===== config.mk =====
export PLATFORM = sky130hd
export DESIGN_NAME = intersection_phase_scheduler
export DESIGN_NICKNAME = d
export VERILOG_FILES = /design/src/rtl/traffic_pkg.sv /design/src/rtl/phase_tick_timer.sv /design/src/rtl/intersection_phase_scheduler.sv
export SDC_FILE = /design/constraint.sdc
export NUM_CORES = 1
export LEC_CHECK = 0
export CORE_MARGIN = 1
export CORE_UTILIZATION = 25
export DETAILED_ROUTE_END_ITERATION = 6
export PLACE_DENSITY_LB_ADDON = 0.25
export SYNTH_ARGS = -nofsm -noshare
export SYNTH_HDL_FRONTEND = slang
export SYNTH_HIERARCHICAL = 1
export SYNTH_SLANG_ARGS = --single-unit

===== constraint.sdc =====
create_clock -name clk -period 2.3 [get_ports clk]
set_input_delay 0.46 -clock clk [delete_from_list [all_inputs] [get_ports clk]]
set_output_delay 0.46 -clock clk [all_outputs]
set_load 0.1 [all_outputs]

===== src/rtl/traffic_pkg.sv =====
// rtl/traffic_pkg.sv - light encodings and phase codes for the intersection scheduler
package traffic_pkg;

    // Lamp buses are {R,Y,G} one-hot.
    localparam logic [2:0] LIGHT_RED = 3'b100;
    localparam logic [2:0] LIGHT_YEL = 3'b010;
    localparam logic [2:0] LIGHT_GRN = 3'b001;

    typedef enum logic [2:0] {
        PH_HG   = 3'd0,
        PH_HY   = 3'd1,
        PH_FG   = 3'd2,
        PH_FY   = 3'd3,
        PH_WALK = 3'd4,
        PH_EMG  = 3'd5
    } phase_t;

endpackage


===== src/rtl/phase_tick_timer.sv =====
// rtl/phase_tick_timer.sv - tick prescaler plus saturating per-phase tick counter
//
// Ports:
//   clk, rst_n : clock, synchronous active-low reset
//   clear      : restart prescaler and counter (asserted on every phase change)
//   tick       : high for one cycle every TICK_DIV cycles
//   count      : ticks elapsed in the current phase, saturating at all ones
module phase_tick_timer #(
    parameter int TICK_DIV = 10,
    parameter int CNT_W    = 8
) (
    input  logic             clk,
    input  logic             rst_n,
    input  logic             clear,
    output logic             tick,
    output logic [CNT_W-1:0] count
);

    localparam int PW = (TICK_DIV > 2) ? $clog2(TICK_DIV) : 1;

    logic [PW-1:0] presc;

    assign tick = (presc == PW'(TICK_DIV - 1));

    always_ff @(posedge clk) begin
        if (!rst_n || clear) begin
            presc <= '0;
            count <= '0;
        end else begin
            presc <= tick ? '0 : presc + PW'(1);
            if (tick && (count != {CNT_W{1'b1}})) begin
                count <= count + CNT_W'(1);
            end
        end
    end

endmodule


===== src/rtl/intersection_phase_scheduler.sv =====
// rtl/intersection_phase_scheduler.sv - highway/farm intersection phase FSM with ped and emergency requests
//
// Ports:
//   clk, rst_n       : clock, synchronous active-low reset
//   C                : farm-road vehicle sensor (already synchronous to clk)
//   ped_req          : pedestrian button, pulse or level, latched until WALK is served
//   emg_req          : emergency pre-emption level
//   light_highway    : highway lamps {R,Y,G}
//   light_farm       : farm lamps {R,Y,G}
//   walk             : pedestrian walk lamp
//   phase            : current phase code
module intersection_phase_scheduler
    import traffic_pkg::*;
#(
    parameter int TICK_DIV = 10,
    parameter int CNT_W    = 8,
    parameter int HW_MIN   = 20,
    parameter int FARM_MAX = 10,
    parameter int YEL_T    = 3,
    parameter int WALK_T   = 5
) (
    input  logic       clk,
    input  logic       rst_n,
    input  logic       C,
    input  logic       ped_req,
    input  logic       emg_req,
    output logic [2:0] light_highway,
    output logic [2:0] light_farm,
    output logic       walk,
    output logic [2:0] phase
);

    localparam logic [CNT_W-1:0] HW_LAST   = CNT_W'(HW_MIN - 1);
    localparam logic [CNT_W-1:0] FARM_LAST = CNT_W'(FARM_MAX - 1);
    localparam logic [CNT_W-1:0] YEL_LAST  = CNT_W'(YEL_T - 1);
    localparam logic [CNT_W-1:0] WALK_LAST = CNT_W'(WALK_T - 1);

    phase_t           state;
    phase_t           next_state;
    logic             ped_pending;
    logic             tick;
    logic [CNT_W-1:0] count;
    logic             state_change;

    assign state_change = (next_state != state);

    phase_tick_timer #(
        .TICK_DIV(TICK_DIV),
        .CNT_W   (CNT_W)
    ) u_timer (
        .clk  (clk),
        .rst_n(rst_n),
        .clear(state_change),
        .tick (tick),
        .count(count)
    );

    always_ff @(posedge clk) begin
        if (!rst_n) begin
            state <= PH_HG;
        end else begin
            state <= next_state;
        end
    end

    // The request is consumed on the edge that leaves WALK; presses during
    // WALK are already being served and are dropped.
    always_ff @(posedge clk) begin
        if (!rst_n) begin
            ped_pending <= 1'b0;
        end else if (state == PH_WALK) begin
            if (next_state != PH_WALK) begin
                ped_pending <= 1'b0;
            end
        end else if (ped_req) begin
            ped_pending <= 1'b1;
        end
    end

    // Emergency acts immediately only where it cannot shorten a yellow.
    always_comb begin
        next_state = state;
        case (state)
            PH_HG: begin
                if (emg_req) begin
                    next_state = PH_HY;
                end else if (tick && (count >= HW_LAST) && (C || ped_pending)) begin
                    next_state = PH_HY;
                end
            end
            PH_HY: begin
                if (tick && (count == YEL_LAST)) begin
                    if (emg_req)          next_state = PH_EMG;
                    else if (ped_pending) next_state = PH_WALK;
                    else                  next_state = PH_FG;
                end
            end
            PH_FG: begin
                if (emg_req) begin
                    next_state = PH_FY;
                end else if (tick && (!C || (count == FARM_LAST))) begin
                    next_state = PH_FY;
                end
            end
            PH_FY: begin
                if (tick && (count == YEL_LAST)) begin
                    next_state = emg_req ? PH_EMG : PH_HG;
                end
            end
            PH_WALK: begin
                if (emg_req) begin
                    next_state = PH_EMG;
                end else if (tick && (count == WALK_LAST)) begin
                    next_state = PH_HG;
                end
            end
            PH_EMG: begin
                if (!emg_req) begin
                    next_state = PH_HG;
                end
            end
            default: next_state = PH_HG;
        endcase
    end

    // Unknown encodings show all-red so no conflicting greens can appear.
    always_comb begin
        light_highway = LIGHT_RED;
        light_farm    = LIGHT_RED;
        walk          = 1'b0;
        case (state)
            PH_HG:   light_highway = LIGHT_GRN;
            PH_HY:   light_highway = LIGHT_YEL;
            PH_FG:   light_farm    = LIGHT_GRN;
            PH_FY:   light_farm    = LIGHT_YEL;
            PH_WALK: walk          = 1'b1;
            default: ;
        endcase
    end

    assign phase = state;

endmodule


==> results of run 1 <==
==> cell families after synthesis <==
kind of cell,after synthesis,synth area share (%)
AND/OR/NAND/NOR,61,35.6
AO/OA/AOI/OAI,28,20.5
flip-flops,16,31.4
buffers and inverters,9,3.31
XOR/XNOR,3,2.58
multiplexers,3,2.94
adder cells (fa/ha/maj),3,3.68
==> layer usage <==
metal / share of wire [%] / GRT usage [%] / up-vias
li1: - / - / 502
met1: 48 / 17.5 / 464
met2: 46 / 20.3 / 23
met3: 4.8 / 3.28 / 4
met4: 0.82 / 3.80 / 0
met5: 0 / 0 / -
==> state kept, by name, indices dropped and copies added, names as in the netlist <==
name           count
u_timer/count      8
u_timer/presc      4
phase              3
ped_pending        1
==> synthesized netlist by cell type, types with 3 or more instances <==
master and n:
nor2b_1 5, inv_1 6, nand2_1 8, ha_1 3, nand4_1 3, dfxtp_1 16
o21ai_0 7, nor3b_1 4, nor3_1 3, nand2b_1 3, nor2_1 19, mux2i_1 3
a21oi_1 5, clkbuf_1 3
==> metrics by stage <==
step                      worst slack, ns  power, mW
after floorplan                   -0.0707      0.362
after global placement            -0.0177      0.397
after detailed placement          -0.0148      0.397
after CTS                          0.0202      0.618
after global routing               0.0118      0.635
final                               0.120      0.612
==> power groups by stage <==
| stage | logic, mW | clock network (mW) | registers, mW |
|---|---|---|---|
| floorplan | 0.0625 | 0 | 0.300 |
| finish | 0.103 | 0.220 | 0.289 |
| CTS | 0.103 | 0.227 | 0.288 |
| global placement | 0.102 | 0 | 0.295 |
| global route | 0.110 | 0.235 | 0.290 |
| detailed placement | 0.102 | 0 | 0.295 |
==> critical path, stage by stage (launching register included) <==
cell	delay (ns)
dfxtp_1	0.41
a211o_1	0.32
a2111o_1	0.46
o2111ai_2	0.12
nand2_1	0.08
nand4b_1	0.17
nand2b_4	0.19
or2b_1	0.26
nor2_1	0.10
==> area by class of cell <==
cell class,instances,area [sq um],share of cell area [%]
multi-input combinational,98,729,51.1
sequential,16,333,23.3
timing repair buffer,25,235,16.5
tap,48,60.1,4.20
clock buffer,3,41.3,2.89
inverter,6,26.3,1.84
clock inverter,1,3.75,0.263
==> timing repair <==
| item | 4_1_cts | 5_1_grt |
|---|---|---|
| setup endpoints to repair | 3 | 3 |
| hold buffers | 0 | 0 |
| buffers inserted | 0 | 0 |
| resized for setup | 1 | 4 |
==> how the worst min path moves through the flow <==
| stage | end | slack (ns) | depth (start not counted) |
|---|---|---|---|
| global route | ped_pending | 0.55 | 2 |
| detailed placement | ped_pending | 0.51 | 2 |
| floorplan | u_timer/presc[0] | 0.43 | 1 |
| finish | ped_pending | 0.53 | 2 |
| global placement | ped_pending | 0.51 | 2 |
| CTS | ped_pending | 0.53 | 2 |
==> results.sh, run 1 <==
export IMPL_avgSynthCellArea_sq_um=8.29
export IMPL_antenna_found_initial=0
export IMPL_final_setup_skew_ns=0.00447
export IMPL_report_final_slew_viol_count=0
export IMPL_rsz0062_at_grt="no"
export IMPL_final_cells=197
export IMPL_yosys_warnings=6
export IMPL_die_h_um=65.9
export IMPL_grt_overflow_total=0
export IMPL_rows=22
export IMPL_fin_setup_tns_ns=0
export IMPL_relSlewSlack_pct=74.0
export IMPL_fin_crit_sh_pct=94.8
export IMPL_hold_path_class="flop to flop"
export IMPL_antenna_cells=0
export IMPL_grt_pass1_wl_um=4360
export IMPL_min_period_ns=2.18
export IMPL_wl_um=2560
export IMPL_synth_cell_types=44
export IMPL_p_per_area_nw_per_um2=428
export IMPL_finalHoldViolCount=0
export IMPL_rr_endpoint="u_timer/presc[2]"
export IMPL_placed_cells=193
export IMPL_place_congestion=0.869
export IMPL_critPathArrivalTime_ns=2.37
export IMPL_final_cell_area_sq_um=1430
export IMPL_p_leak_nw=0.583
export IMPL_final_util_pct=37.6
export IMPL_final_cell_mix="buf_4 (18), nor2_1 (15), dfxtp_1 (12)"
export IMPL_yosys_top_cells_area="dfxtp_1 (31%), nor2_1 (7.0%), ha_1 (3.7%), o21ai_0 (3.4%), nor2b_1 (3.1%)"
export IMPL_dp_hpwl_um=1910
export IMPL_intPower_mw=0.444
export IMPL_cp_startpoint="u_timer/count[0]"
export IMPL_worst_slew_pin_slew_ns=0.386
export IMPL_switchingPower_mw=0.167
export IMPL_reg2reg_depth=8
export IMPL_syn_area_sq_um=1020
export IMPL_die_area_sq_um=4340
export IMPL_max_freq_mhz=459
export IMPL_async_flop_share_pct=0
export IMPL_pwr_share_seq_pct=47.2
export IMPL_endpoint_kind="flop"
export IMPL_htree_levels=1
export IMPL_drive_above_1_share_pct=32.9
export IMPL_clk_path_buf_depth=2
export IMPL_cts_buffers=3
export IMPL_drc=0
export IMPL_ant_nets=0
export IMPL_first_global_vias=943
export IMPL_synth_nets=131
export IMPL_power_frac_comb_pct=16.8
export IMPL_initial_core_util_pct=26.8
export IMPL_critical_path_endpoint="u_timer/presc[2]"
export IMPL_p_sw_share_pct=27.4
export IMPL_ios=15
export IMPL_synth_edff_count=0
export IMPL_synth_cells=123
export IMPL_design_core_area_sq_um=3800
export IMPL_r2r_start="u_timer/count[0]"
export IMPL_vias_per_cell=5.04
export IMPL_clkSinkCount=16
export IMPL_min_delay_start="ped_pending"
export IMPL_clkPwrFrac_pct=36.0
export IMPL_syn2layout_area_growth_pct=40.1
export IMPL_path_class="flop to flop"
export IMPL_setup_viol=0
export IMPL_yosys_area_top_type="dfxtp_1"
export IMPL_status="finished clean"
export IMPL_hold_slack_ns=0.528
export IMPL_regToRegSetupSlack_ns=0.12
export IMPL_clkLatencyLatePin_ns=0.25
export IMPL_synth_top_area_share_pct=31.4
export IMPL_grt_max_degree=12
export IMPL_mostFrequentLayoutCell="buf_4"
export IMPL_drt_iter0_drc=84
export IMPL_seq_area_frac_synth_pct=31.4
export IMPL_ir_drop_uv=315
export IMPL_portBuffers=14
export IMPL_cts_tree="built"
export IMPL_maxCapViolCount=0
export IMPL_placed_area_sq_um=1360
export IMPL_grt_usage_pct=13.0
export IMPL_clockRootBuffer="clkbuf_8"
export IMPL_dr_pass1_iters=4
export IMPL_ys_ff_latch=16
export IMPL_via_count=993
export IMPL_cp_start_kind="flop"
export IMPL_ys_dominant_reg_cell="dfxtp_1"
export IMPL_crit_fanout=7
export IMPL_wl_per_cell_um=13.0
export IMPL_crit_required_ns=2.49
export IMPL_path_clk_slew_ns=0.07
export IMPL_fillers=377
export IMPL_final_nets=158
export IMPL_die_width_um=65.9
(Power assumes the default switching activity.)
==> run 2, diff against run 1 <==
--- a/config.mk
+++ b/config.mk
@@ -5,6 +5,7 @@
 export SDC_FILE = /design/constraint.sdc
 export NUM_CORES = 1
 export LEC_CHECK = 0
+export CAP_MARGIN = 20
 export CORE_MARGIN = 1
 export CORE_UTILIZATION = 25
 export DETAILED_ROUTE_END_ITERATION = 6
==> results of run 2 <==
The final DEF is identical to that of run 1; final timing and power are the same.
